--- src/rtl/cic_i_pkg.sv ---
// Shared helpers for the CIC interpolator: internal width and rate clamping.
package cic_i_pkg;

   function automatic int clog2_l(input longint unsigned v);
      int             r;
      longint unsigned p;
      r = 0;
      p = 1;
      while (p < v) begin
         p = p << 1;
         r++;
      end
      return r;
   endfunction

   // W = INP_DW + clog2((R*M)^N / R), shared by every comb and integrator stage.
   function automatic int cic_w(input int inp_dw, input int r, input int n, input int m);
      longint unsigned g;
      g = 1;
      for (int i = 0; i < n; i++) g = g * 64'(r * m);
      return inp_dw + clog2_l(g / 64'(r));
   endfunction

   // 0 and 1 both mean pass-through; anything above the maximum saturates.
   function automatic int unsigned rate_clamp(input int unsigned v, input int unsigned rmax);
      if (v < 2) return 1;
      if (v > rmax) return rmax;
      return v;
   endfunction

endpackage

--- src/rtl/comb.sv ---
// Comb stage y = x - x[-M]; the delay line and output advance only on the strobe.
module comb #(
   parameter int W = 20,
   parameter int M = 1
) (
   input  logic         clk,
   input  logic         reset_n,
   input  logic         en,
   input  logic [W-1:0] x,
   output logic [W-1:0] y
);

   logic [M-1:0][W-1:0] dly;

   always_ff @(posedge clk or negedge reset_n) begin
      if (!reset_n) begin
         dly <= '0;
         y   <= '0;
      end else if (en) begin
         y <= x - dly[M-1];
         for (int i = M - 1; i > 0; i--) dly[i] <= dly[i-1];
         dly[0] <= x;
      end
   end

endmodule

--- src/rtl/integrator.sv ---
// Integrator stage y <= y + x; holds its value whenever the input strobe is low.
module integrator #(
   parameter int W = 20
) (
   input  logic         clk,
   input  logic         reset_n,
   input  logic         en,
   input  logic [W-1:0] x,
   output logic [W-1:0] y
);

   always_ff @(posedge clk or negedge reset_n) begin
      if (!reset_n) y <= '0;
      else if (en)  y <= y + x;
   end

endmodule

--- src/rtl/upsampler_variable.sv ---
// Zero-stuffer: on a strobe emits the sample, then rate-1 zeros, all with valid high.
module upsampler_variable #(
   parameter int W       = 20,
   parameter int RATE_DW = 16
) (
   input  logic               clk,
   input  logic               reset_n,
   input  logic               in_vld,
   input  logic [W-1:0]       in_data,
   input  logic [RATE_DW-1:0] in_rate,
   output logic               out_vld,
   output logic [W-1:0]       out_data
);

   logic [RATE_DW-1:0] cnt;

   always_ff @(posedge clk or negedge reset_n) begin
      if (!reset_n) begin
         cnt      <= '0;
         out_vld  <= 1'b0;
         out_data <= '0;
      end else if (in_vld) begin
         cnt      <= in_rate - RATE_DW'(1);
         out_vld  <= 1'b1;
         out_data <= in_data;
      end else if (cnt != '0) begin
         cnt      <= cnt - RATE_DW'(1);
         out_vld  <= 1'b1;
         out_data <= '0;
      end else begin
         out_vld  <= 1'b0;
         out_data <= '0;
      end
   end

endmodule

--- src/rtl/cic_i.sv ---
// Variable-rate CIC interpolator: combs at input rate, zero-stuff by R, integrators at output rate.
module cic_i
   import cic_i_pkg::*;
#(
   parameter int INP_DW        = 18,
   parameter int OUT_DW        = 18,
   parameter int CIC_R         = 10,
   parameter int CIC_N         = 7,
   parameter int CIC_M         = 1,
   parameter int VARIABLE_RATE = 1,
   parameter int RATE_DW       = 16
) (
   input  logic               clk,
   input  logic               reset_n,
   input  logic [INP_DW-1:0]  s_axis_in_tdata,
   input  logic               s_axis_in_tvalid,
   output logic               s_axis_in_tready,
   input  logic [RATE_DW-1:0] s_axis_rate_tdata,
   input  logic               s_axis_rate_tvalid,
   output logic [OUT_DW-1:0]  m_axis_out_tdata,
   output logic               m_axis_out_tvalid
);

   localparam int W = cic_w(INP_DW, CIC_R, CIC_N, CIC_M);

   logic [RATE_DW-1:0]          rate_q, in_cnt, in_cnt_nxt;
   logic                        in_rdy_q, hs;
   logic [W-1:0]                in_d;
   logic [CIC_N:0]              vld_pipe;
   logic [CIC_N:0][RATE_DW-1:0] rs_pipe;
   logic [CIC_N:0][W-1:0]       comb_d;
   logic                        up_vld;
   logic [CIC_N-1:0]            ivld_q;
   logic [CIC_N:0]              ivld;
   logic [CIC_N:0][W-1:0]       int_d;
   logic                        unused_lsb;

   if (VARIABLE_RATE != 0) begin : g_var_rate
      always_ff @(posedge clk or negedge reset_n) begin
         if (!reset_n)
            rate_q <= RATE_DW'(CIC_R);
         else if (s_axis_rate_tvalid)
            rate_q <= RATE_DW'(rate_clamp(32'(s_axis_rate_tdata), 32'(CIC_R)));
      end
   end else begin : g_fix_rate
      logic unused_rate;
      assign unused_rate = ^{s_axis_rate_tdata, s_axis_rate_tvalid};
      assign rate_q      = RATE_DW'(CIC_R);
   end

   // One sample per rate_q cycles; the rate in force at the handshake rides with it.
   assign hs               = s_axis_in_tvalid & in_rdy_q;
   assign s_axis_in_tready = in_rdy_q;
   assign in_cnt_nxt       = hs ? rate_q - RATE_DW'(1) :
                             (in_cnt != '0) ? in_cnt - RATE_DW'(1) : in_cnt;

   always_ff @(posedge clk or negedge reset_n) begin
      if (!reset_n) begin
         in_cnt   <= '0;
         in_rdy_q <= 1'b0;
         in_d     <= '0;
         vld_pipe <= '0;
         rs_pipe  <= '0;
         ivld_q   <= '0;
      end else begin
         in_cnt   <= in_cnt_nxt;
         in_rdy_q <= (in_cnt_nxt == '0);
         if (hs) in_d <= W'($signed(s_axis_in_tdata));
         vld_pipe <= {vld_pipe[CIC_N-1:0], hs};
         rs_pipe  <= {rs_pipe[CIC_N-1:0], rate_q};
         ivld_q   <= ivld[CIC_N-1:0];
      end
   end

   assign comb_d[0] = in_d;

   for (genvar k = 0; k < CIC_N; k++) begin : g_comb
      comb #(.W(W), .M(CIC_M)) u_comb (
         .clk     (clk),
         .reset_n (reset_n),
         .en      (vld_pipe[k]),
         .x       (comb_d[k]),
         .y       (comb_d[k+1])
      );
   end

   upsampler_variable #(.W(W), .RATE_DW(RATE_DW)) u_up (
      .clk      (clk),
      .reset_n  (reset_n),
      .in_vld   (vld_pipe[CIC_N]),
      .in_data  (comb_d[CIC_N]),
      .in_rate  (rs_pipe[CIC_N]),
      .out_vld  (up_vld),
      .out_data (int_d[0])
   );

   assign ivld = {ivld_q, up_vld};

   for (genvar k = 0; k < CIC_N; k++) begin : g_int
      integrator #(.W(W)) u_int (
         .clk     (clk),
         .reset_n (reset_n),
         .en      (ivld[k]),
         .x       (int_d[k]),
         .y       (int_d[k+1])
      );
   end

   assign m_axis_out_tdata  = int_d[CIC_N][W-1 -: OUT_DW];
   assign m_axis_out_tvalid = ivld[CIC_N];
   assign unused_lsb        = ^int_d[CIC_N];

endmodule

--- config.mk ---
export PLATFORM = sky130hd
export DESIGN_NAME = cic_i
export DESIGN_NICKNAME = d
export VERILOG_FILES = /design/src/rtl/cic_i_pkg.sv /design/src/rtl/comb.sv /design/src/rtl/integrator.sv /design/src/rtl/upsampler_variable.sv /design/src/rtl/cic_i.sv
export SDC_FILE = /design/constraint.sdc
export NUM_CORES = 2
export LEC_CHECK = 0
export CORE_MARGIN = 8
export CORE_UTILIZATION = 50
export CTS_CLUSTER_SIZE = 10
export DETAILED_ROUTE_END_ITERATION = 8
export MAX_ROUTING_LAYER = met4
export PLACE_DENSITY = 0.74
export SLEW_MARGIN = 20
export SYNTH_ARGS = -nofsm -noshare
export SYNTH_HDL_FRONTEND = slang
export SYNTH_SLANG_ARGS = --single-unit
--- constraint.sdc ---
create_clock -name clk -period 4.65 [get_ports clk]
set_input_delay 1.1625 -clock clk [delete_from_list [all_inputs] [get_ports clk]]
set_output_delay 1.1625 -clock clk [all_outputs]
set_load 0.03 [all_outputs]
==> out/metrics.yaml <==
run_status:
  outcome: "complete, no violations"
cells_and_area:
  nets: 6584
  nFillCells: 10150
  n_antenna_cell: 0
  area_delta_synth_final_pct: 9.417
  layout-drive-gt1-share: 0.1068
  final_area_sq_um: 64940
  postLayoutCoreUtil: 0.5507
grt:
  antenna_found_initial: 0
  gr-total-overflow: 0
  grt_util_all_layers: 0.1847
  grt_pass1_vias: 42640
  grt_pass1_wl_mm: 204.7
  grt_max_degree: 122
placement:
  place_hpwl_mm: 84.93
  portBuffers: 57
  placed_cell_area_sq_um: 61580
  place_congestion: 0.9076
  place_ws_ns: 0.7281
cts:
  cts_resized: 0
  clock_insertion_delay_worst_skew_ns: 0.74
  root_buffer: "clkbuf_16"
  cts_buffer_depth: 3
  clkTransAtPathRegs_ns: 0.06
  cts_buffers: 114
  htree_levels: 3
  post_cts.repair.setup_buffers: 0
  cts_tree: "yes"
  hold_buffers: 0
  cts.sinks: 989
logic_synthesis:
  yosys_warnings: 0
  synth.area.top_cells: "dfrtp_1, ha_1, mux2_2, xnor2_1, a21oi_1"
  seq_area_frac_synth: 0.4170
  yosysTopAreaCell: "dfrtp_1"
  yosys.area.top_type_share: 0.4161
  synth_nets: 6562
  syn_area_per_cell_sq_um: 9.851
  ys_ff_latch: 989
  synth_cell_types: 83
  netlist_instances: 6025
  syn_area_sq_um: 59350
  synth_ff_type: "dfrtp_1"
  synth_edf_count: 0
  synthArstFlopShare: 1.000
  synth_common_cells: "dfrtp_1, ha_1, nand2_1"
  synth.most_common_cell: "dfrtp_1"
detailed_routing:
  drtIter0Drc: 2333
  drc_errors: 0
  wirelength_mm: 118.1
  via_per_inst: 5.613
  wl_per_cell_microns: 15.45
  dr.pass1.iters: 5
  vias: 42890
  drt.antenna.violating_nets: 0
die:
  rows: 126
  die_h_microns: 360.5
  dieWidth_microns: 360.5
  io_pins: 58
  start_util: 0.5033
  dieArea_sq_um: 130000
  core_sq_um: 117900
timing:
  timing.final.ws_setup_ns: 0.6014
  finalSetupViolCount: 0
  worst_pin_slew_ns: 0.9598
  hold_viol_final: 0
  grt_setup_unrepaired: "no"
  slew_violations: 0
  maxClockFrequency_ghz: 0.2470
  period_share: 0.8707
  period_needed_ns: 4.049
  fin_setup_tns_ns: 0
  skew_ns: 0.07961
  max_slew_margin: 0.3601
power:
  finalPower_mw: 17.01
  ir_drop_mv: 0.3306
  powerDensity_nw_per_um2: 261.9
  p_leak_nw: 33.23
min_path:
  hold_path_class: "flop to flop"
  worstHoldPathCells: 0
  min_to: "rs_pipe[33]"
  min-delay-start: "rs_pipe[17]"
setup_path:
  arrival_ns: 4.62
  critPathMaxFanout: 4
  worst_setup_path_start_kind: "flop"
  r2r_slack_ns: 0.60
  required_ns: 5.23
  r2r_cells: 15
  r2r-start: "g_comb[5].u_comb.y[0]"
  r2r-end: "g_comb[6].u_comb.y[36]"
  path_class: "flop to flop"
  setup.worst_path.end_class: "flop"
run:
  drv_cap: 0
## layer usage
layer,GRT usage,vias to the layer above,part of all wire
met5,-,-,0
met4,0.04962,0,0.024
met3,0.02272,204,0.030
met2,0.3134,662,0.49
met1,0.2344,20620,0.46
li1,-,21400,-
## stage by stage
step,hold slack [ns],cells
global placement,0.3327,7467
finish,0.3374,7641
CTS,0.3282,7641
detailed placement,0.3347,7467
global route,0.3301,7641
floorplan,0.3312,6025
## worst max-delay path by stage
stage / startpoint / slack, ns / cells past startpoint / to
2_1_floorplan: g_int[3].u_int.y[3] / 1.25 / 12 / g_int[4].u_int.y[37]
3_3_place_gp: g_comb[4].u_comb.y[0] / 0.85 / 15 / g_comb[5].u_comb.y[34]
3_5_place_dp: g_comb[5].u_comb.y[0] / 0.73 / 15 / g_comb[6].u_comb.y[36]
4_1_cts: g_comb[5].u_comb.y[0] / 0.63 / 15 / g_comb[6].u_comb.y[36]
5_1_grt: g_comb[4].u_comb.y[0] / 0.29 / 15 / g_comb[5].u_comb.y[34]
6_report: g_comb[5].u_comb.y[0] / 0.60 / 15 / g_comb[6].u_comb.y[36]
## worst max-delay path, stage by stage, from the launching register on
cell and delay [ns]:
dfrtp_1 0.38, inv_1 0.10, ha_1 0.18, inv_1 0.06, fa_1 0.43, a211o_1 0.33, a211oi_1 0.22, o21a_1 0.22
o31ai_1 0.15, a41oi_1 0.44, a31oi_1 0.21, o211ai_1 0.26, nand2b_1 0.13, a221o_1 0.35, xor2_1 0.14, mux2_2 0.26
## where the power goes
| group | switching (mW) | total (mW) | leakage, nW | internal [mW] |
|---|---|---|---|---|
| clock | 3.51 | 8.16 | 1.62 | 4.65 |
| combinational | 0.176 | 0.233 | 18.0 | 0.0574 |
| sequential | 0.0000207 | 8.61 | 13.7 | 8.61 |
## cell type report
cell class              instances  area [sq um]  area share
well taps                    1536          1922     0.02959
clock buffers                 163          3147     0.04846
inverters                     382          1434     0.02208
repair buffers                107          1101     0.01696
flip-flops and latches        989         24770      0.3815
clock inverters                11         212.7    0.003275
multi-input cells            4453         32350      0.4982
## state kept, by name, summed over array words and instances, names as in the netlist
register	cells
s_axis_in_tready	1
u_up.out_vld	1
ivld_q	7
u_up.cnt	16
g_comb.u_comb.dly	227
g_comb.u_comb.y	247
in_d	18
g_int.u_int.y	266
rate_q	16
in_cnt	16
vld_pipe	8
rs_pipe	128
u_up.out_data	38
## cells by family after synthesis
kind of cell,share of synthesized area
adder cells (fa/ha/maj),0.1071
AO/OA/AOI/OAI,0.1731
multiplexers,0.08289
flip-flops,0.4170
XOR/XNOR,0.06714
AND/OR/NAND/NOR,0.1147
buffers and inverters,0.03801
## layout by cell type, fill, tap and decap left out, types with 70 or more instances in the layout
cell and count:
o21ai_0 442, a21o_1 304, ha_1 485, nand2b_1 70
xnor2_1 285, nor2b_1 95, nand2_1 481, nand3_1 112
dfrtp_1 979, inv_1 381, xor2_1 170, mux2_2 412
nor3_1 71, nor2_1 307, clkbuf_16 114, a21oi_1 456
(Power assumes the default switching activity.)
